===== src/rtl/mem_fill_responder.sv =====
// -----------------------------------------------------------------------------
// mem_fill_responder
//
// Main-memory side of the cache-miss / line-fill loop. The I-cache (Fetch) and
// the D-cache (Memory stage) each raise a level-held miss with a line index.
// This block picks one of them (round-robin when both are waiting), waits a
// fixed main-memory latency, then returns the line from a small backing store
// together with a zero-extended fill tag on that side's fill port.
//
// Sequence per request:
//   IDLE --(miss sampled at edge k)--> BUSY for MEM_LATENCY edges
//   --> RESP (fill strobe high for one cycle, after edge k+MEM_LATENCY)
//   --> GAP (one quiet cycle so the requester can drop its miss) --> IDLE
//
// Ports:
//   clk, rst_n                  clock (rising edge), async active-low reset
//   ICacheMiss, ICacheMiss_tag  I-cache miss level and missing line index
//   DCacheMiss, DCacheMiss_tag  D-cache miss level and missing line index
//   WiCache, WiCacheline,       I-cache fill strobe (one cycle), line, tag
//   WiCachetag
//   WDCache, WDCacheline,       D-cache fill strobe (one cycle), line, tag
//   WDCachetag
//   ld_en, ld_addr, ld_data     backing-store write port (init / test)
//   busy                        high whenever the FSM is not in IDLE
//
// All outputs are registered. Line/tag outputs hold their last fill value
// until the next fill on the same side. The backing store has no reset.
// -----------------------------------------------------------------------------
module mem_fill_responder #(
    parameter int MEM_LATENCY = 10,
    parameter int LINE_W      = 128,
    parameter int TAG_IN_W    = 5,
    parameter int TAG_OUT_W   = 9
) (
    input  logic                 clk,
    input  logic                 rst_n,
    input  logic                 ICacheMiss,
    input  logic [TAG_IN_W-1:0]  ICacheMiss_tag,
    input  logic                 DCacheMiss,
    input  logic [TAG_IN_W-1:0]  DCacheMiss_tag,
    output logic                 WiCache,
    output logic [LINE_W-1:0]    WiCacheline,
    output logic [TAG_OUT_W-1:0] WiCachetag,
    output logic                 WDCache,
    output logic [LINE_W-1:0]    WDCacheline,
    output logic [TAG_OUT_W-1:0] WDCachetag,
    input  logic                 ld_en,
    input  logic [TAG_IN_W-1:0]  ld_addr,
    input  logic [LINE_W-1:0]    ld_data,
    output logic                 busy
);

    localparam int         DEPTH    = 1 << TAG_IN_W;
    // Counter is loaded with LATENCY-1 so that BUSY spans exactly
    // MEM_LATENCY edges, including the edge that leaves BUSY.
    localparam logic [7:0] CNT_INIT = 8'(MEM_LATENCY - 1);
    localparam int         TAG_PAD  = TAG_OUT_W - TAG_IN_W;

    typedef enum logic [1:0] {
        ST_IDLE = 2'd0,
        ST_BUSY = 2'd1,
        ST_RESP = 2'd2,
        ST_GAP  = 2'd3
    } state_t;

    // FSM and request bookkeeping
    state_t               state_r;
    state_t               state_s;
    logic [7:0]           cnt_r;
    logic [7:0]           cnt_s;
    logic                 sel_d_r;     // 1: current request belongs to D-cache
    logic                 sel_d_s;
    logic [TAG_IN_W-1:0]  tag_r;       // latched miss index
    logic [TAG_IN_W-1:0]  tag_s;
    logic                 last_d_r;    // 1: last grant went to D-cache
    logic                 last_d_s;
    logic                 any_miss_s;
    logic                 grant_d_s;
    logic                 fill_i_s;
    logic                 fill_d_s;

    // Backing store and read path
    logic [LINE_W-1:0]    mem_r [DEPTH];
    logic [LINE_W-1:0]    rd_line_s;
    logic [TAG_OUT_W-1:0] fill_tag_s;

    // Registered outputs
    logic                 wi_r;
    logic [LINE_W-1:0]    wi_line_r;
    logic [TAG_OUT_W-1:0] wi_tag_r;
    logic                 wd_r;
    logic [LINE_W-1:0]    wd_line_r;
    logic [TAG_OUT_W-1:0] wd_tag_r;
    logic                 busy_r;

    assign any_miss_s = ICacheMiss | DCacheMiss;

    // The read uses the pre-edge contents, so a same-edge ld_en to the line
    // being returned still delivers the old data.
    assign rd_line_s  = mem_r[tag_r];
    assign fill_tag_s = {{TAG_PAD{1'b0}}, tag_r};

    // Backing-store write port; active in every state and deliberately unreset.
    always_ff @(posedge clk) begin
        if (ld_en) begin
            mem_r[ld_addr] <= ld_data;
        end
    end

    // Round-robin arbitration: a lone requester wins, a tie goes to the side
    // that did not win last time.
    always_comb begin
        grant_d_s = 1'b0;
        if (ICacheMiss && DCacheMiss) begin
            grant_d_s = ~last_d_r;
        end else begin
            grant_d_s = DCacheMiss;
        end
    end

    // FSM state register.
    always_ff @(posedge clk or negedge rst_n) begin
        if (!rst_n) begin
            state_r <= ST_IDLE;
        end else begin
            state_r <= state_s;
        end
    end

    // FSM next-state logic. Misses are only looked at in IDLE.
    always_comb begin
        state_s = state_r;
        case (state_r)
            ST_IDLE: begin
                if (any_miss_s) begin
                    state_s = ST_BUSY;
                end else begin
                    state_s = ST_IDLE;
                end
            end
            ST_BUSY: begin
                if (cnt_r == 8'd0) begin
                    state_s = ST_RESP;
                end else begin
                    state_s = ST_BUSY;
                end
            end
            ST_RESP: state_s = ST_GAP;
            ST_GAP:  state_s = ST_IDLE;
            default: state_s = ST_IDLE;
        endcase
    end

    // FSM output logic: request capture, latency countdown and fill decision.
    always_comb begin
        cnt_s    = cnt_r;
        sel_d_s  = sel_d_r;
        tag_s    = tag_r;
        last_d_s = last_d_r;
        fill_i_s = 1'b0;
        fill_d_s = 1'b0;
        case (state_r)
            ST_IDLE: begin
                if (any_miss_s) begin
                    sel_d_s  = grant_d_s;
                    last_d_s = grant_d_s;
                    cnt_s    = CNT_INIT;
                    if (grant_d_s) begin
                        tag_s = DCacheMiss_tag;
                    end else begin
                        tag_s = ICacheMiss_tag;
                    end
                end else begin
                    cnt_s = cnt_r;
                end
            end
            ST_BUSY: begin
                if (cnt_r == 8'd0) begin
                    fill_i_s = ~sel_d_r;
                    fill_d_s = sel_d_r;
                end else begin
                    cnt_s = cnt_r - 8'd1;
                end
            end
            ST_RESP: begin
                cnt_s = cnt_r;
            end
            ST_GAP: begin
                cnt_s = cnt_r;
            end
            default: begin
                cnt_s = 8'd0;
            end
        endcase
    end

    // Request bookkeeping registers; reset leaves last grant on the I side so
    // the first tie goes to the D-cache.
    always_ff @(posedge clk or negedge rst_n) begin
        if (!rst_n) begin
            cnt_r    <= 8'd0;
            sel_d_r  <= 1'b0;
            tag_r    <= {TAG_IN_W{1'b0}};
            last_d_r <= 1'b0;
        end else begin
            cnt_r    <= cnt_s;
            sel_d_r  <= sel_d_s;
            tag_r    <= tag_s;
            last_d_r <= last_d_s;
        end
    end

    // Fill port registers: strobes pulse for the RESP cycle only, line/tag
    // update only on their own side's fill.
    always_ff @(posedge clk or negedge rst_n) begin
        if (!rst_n) begin
            wi_r      <= 1'b0;
            wi_line_r <= {LINE_W{1'b0}};
            wi_tag_r  <= {TAG_OUT_W{1'b0}};
            wd_r      <= 1'b0;
            wd_line_r <= {LINE_W{1'b0}};
            wd_tag_r  <= {TAG_OUT_W{1'b0}};
            busy_r    <= 1'b0;
        end else begin
            wi_r   <= fill_i_s;
            wd_r   <= fill_d_s;
            busy_r <= (state_s != ST_IDLE);
            if (fill_i_s) begin
                wi_line_r <= rd_line_s;
                wi_tag_r  <= fill_tag_s;
            end
            if (fill_d_s) begin
                wd_line_r <= rd_line_s;
                wd_tag_r  <= fill_tag_s;
            end
        end
    end

    assign WiCache     = wi_r;
    assign WiCacheline = wi_line_r;
    assign WiCachetag  = wi_tag_r;
    assign WDCache     = wd_r;
    assign WDCacheline = wd_line_r;
    assign WDCachetag  = wd_tag_r;
    assign busy        = busy_r;

endmodule


===== config.mk =====
export PLATFORM = sky130hd
export DESIGN_NAME = mem_fill_responder
export DESIGN_NICKNAME = d
export VERILOG_FILES = /design/src/rtl/mem_fill_responder.sv
export SDC_FILE = /design/constraint.sdc
export NUM_CORES = 2
export LEC_CHECK = 0
export CAP_MARGIN = 20
export CELL_PAD_IN_SITES_DETAIL_PLACEMENT = 1
export CELL_PAD_IN_SITES_GLOBAL_PLACEMENT = 2
export CORE_ASPECT_RATIO = 1.2
export CORE_UTILIZATION = 53
export CTS_CLUSTER_DIAMETER = 40
export DETAILED_ROUTE_END_ITERATION = 12
export DONT_BUFFER_PORTS = 1
export PLACE_DENSITY_LB_ADDON = 0.1
export SYNTH_ARGS = -nofsm -noshare
export SYNTH_HDL_FRONTEND = slang
export SYNTH_SLANG_ARGS = --single-unit

===== constraint.sdc =====
create_clock -name clk -period 7.1 [get_ports clk]
set_clock_uncertainty 0.15 [all_clocks]
set_input_delay 1.065 -clock clk [delete_from_list [all_inputs] [get_ports clk]]
set_output_delay 1.065 -clock clk [all_outputs]
set_load 0.01 [all_outputs]

==> run metrics <==
worst skew pair latency=1.03 ns; Worst Tran Pin Value=1.23 ns; max incr delay on CP=0.82 ns; cell area after layout=194000 sq um; slowest CP cell=dfrtp_4; Detailed Route WL=475000 um; Crit path max-delay family=simple AND/OR/NAND/NOR gates; share of the synthesized area in the top cell type=73.7%; hold slack=-0.393 ns; layout cells sized above 1=18.4%; ys async rst share=6.51%; Mapped Area=167000 sq um; Port Buffers=0; failing checks=hold timing; sw power=0.0117 W; VDD IR max=0.270 mV; Die Area=317000 sq um; switching share of total power=20.3%; vias in the first global route=92500; global-route wire length before repair=669000 um; Resize count post-CTS=0; hpwl dp=240000 um; cells after synthesis=8549; part of the power in combinational logic=1.4%; postcts setup bufs=0; CP max FO=58; Synth area leaders=edfxtp_1 (74%), mux2i_1 (9.0%), dfrtp_1 (4.3%), mux4_2 (3.8%), a22oi_1 (3.1%); WP buf/inv=2; post-synthesis sequential area ratio=77.9%; TritonCTS clock tree=built; Clock Tree Buf Depth=4; FF+latch count, synth=4381; area grow syn2layout=15.9%; core footprint=313000 sq um; pin count of the biggest net entering global routing=286; Initial Util=53.3%; sequential share of power=49.7%; cts hold-fix bufs=128; main flop type after synthesis=edfxtp_1; CP startpoint kind=register; cell taking the most area after synthesis=edfxtp_1; CTS H-Tree Depth=6; Chip Width=514 um; routed vias/inst=6.40; EDFF count, synth=4096; f_max=221 MHz; Max Slew Vio Count=0; Clk pin slew, worst setup/hold paths=0.06 ns; Worst Path Arrival=5.27 ns; clk root buf=clkbuf_16; DP Cell Count=12400; Clock power frac=49.0%; Final WS setup=2.58 ns; final net count=9108; setup TNS=0 ns; placed cell area=172000 sq um; pre-CTS WS=2.63 ns; Final Hold Fails=285; status=finished, violations left; initial antenna violation count=42; PwrDens=298 nW/um^2; critical setup path kind=reg -> reg; sequence of cells on the critical path=buf_4, nor2b_4, buf_12, a22oi_1, nand3_1, nand4_1, mux2_2; cell row count=225; max_cap viols=0; DR WL/cell=34.9 um; post-route non-filler standard cell count=13600; FF-to-FF setup slack=2.58 ns; Period minus WS final=4.52 ns; io pins=425; Final ANT Viol Nets=0; routability congestion estimate=0.749; most common cell after layout, fill and taps aside=edfxtp_1; type of the most critical hold path=in -> async; most frequent cells in the layout=edfxtp_1 (4096), mux2i_1 (1506), a22oi_1 (680); RSZ-0062 raised after global routing=false; CP endpoint kind=register; Vias=87200; 1st-iter DRT viols=8967; Cell Int Power=0.0459 W; TritonCTS buffer count=541; Worst EP required=7.85 ns; # DRC=0; final setup fails=0; Sink Count=4381; Ys Warns=0; die height=617 um; First-pass DRT Iterations=6; Max-slew headroom=17.7%; LEAKAGE=59.9 nW; syn avg cell area=19.5 sq um; GR Overflow Total=0; Final Cycle Share=63.7%; count of different cell masters after synthesis=45; Overall Global Routing Usage=29.5%
-- stage by stage --
| step | utilization (%) | total power, W |
|---|---|---|
| global placement | 55.0 | 0.0294 |
| global route | 61.8 | 0.0589 |
| CTS | 61.5 | 0.0579 |
| finish | 61.8 | 0.0576 |
| floorplan | - | 0.0293 |
| detailed placement | 55.1 | 0.0295 |
-- kinds of logic (layout without fill, tap and decap cells) --
family,after synthesis,after routing,synth area share [%]
flops,4381,4381,77.9
mux,2050,2050,14.6
compound gates,950,950,3.98
simple gates,653,653,1.97
buf+inv,508,1358,1.49
xor+xnor,5,5,0.0262
fa+ha+maj,1,1,0.00749
other cells,1,30,0.00225
-- flip-flops by register name, indices dropped and copies added, names as in the netlist --
name / count
WDCache: 1
WDCacheline: 128
WDCachetag: 5
WiCache: 1
WiCacheline: 128
WiCachetag: 5
busy: 1
cnt_r: 8
last_d_r: 1
mem_r: 4096
state_r: 2
tag_r: 5
-- cell type report --
class	instances	area (sq um)
Sequential cell	4381	130000
Fill cell	25900	119000
Multi-Input combinational cell	3667	34700
Clock buffer	651	14700
Tap cell	4199	5250
Timing Repair Buffer	365	4790
Clock inverter	339	3880
Antenna cell	22	55.1
Inverter	3	11.3
-- power groups by stage --
stage	clock network, W	registers [W]	logic [W]
4_1_cts	0.0285	0.0286	0.000708
2_1_floorplan	0	0.0292	0.000165
3_3_place_gp	0	0.0291	0.000310
5_1_grt	0.0294	0.0286	0.000830
6_report	0.0282	0.0286	0.000789
3_5_place_dp	0	0.0291	0.000317
-- per-layer routing --
metal	vias up	GRT usage, %	routed length [um]
li1	35900	-	-
met1	47200	39.2	190000
met2	3380	50.8	242000
met3	729	4.48	31200
met4	24	8.18	12500
met5	-	0	140
-- Yosys cell counts, types with 2 or more instances --
library cell and n:
and3_1 3, mux2_2 266, mux2i_1 1506, edfxtp_1 4096, nand3_1 341, nor2_1 49
nand2_1 105, or2_2 2, a22oi_1 680, nand4_1 118, buf_6 17, nor3_1 3
clkbuf_1 178, buf_2 266, buf_8 2, o21ai_0 55, dfrtp_1 285, and2_1 3
a211o_1 11, xor2_1 5, nor2_2 4, inv_1 3, a31oi_1 4, nand3b_1 5
nor2b_1 7, or3b_2 2, buf_4 24, a21oi_1 94, nand2b_1 6, buf_1 18
mux4_2 278, o22ai_1 100
-- path summary, 6_finish.rpt --
| kind | from | end | cells after the start |
|---|---|---|---|
| setup / recovery | tag_r[0]$_DFFE_PN0P_ | WiCacheline[49]$_DFFE_PN0P_ | 7 |
| hold / removal | rst_n | WDCacheline[12]$_DFFE_PN0P_ | 0 |
| setup reg to reg | tag_r[0]$_DFFE_PN0P_ | WiCacheline[49]$_DFFE_PN0P_ | 7 |
| hold reg to reg | tag_r[4]$_DFFE_PN0P_ | tag_r[4]$_DFFE_PN0P_ | 2 |
| max in group asynchronous | rst_n | WDCacheline[89]$_DFFE_PN0P_ | 0 |
| min in group clk | ICacheMiss_tag[4] | tag_r[4]$_DFFE_PN0P_ | 2 |
(Power assumes the default switching activity.)
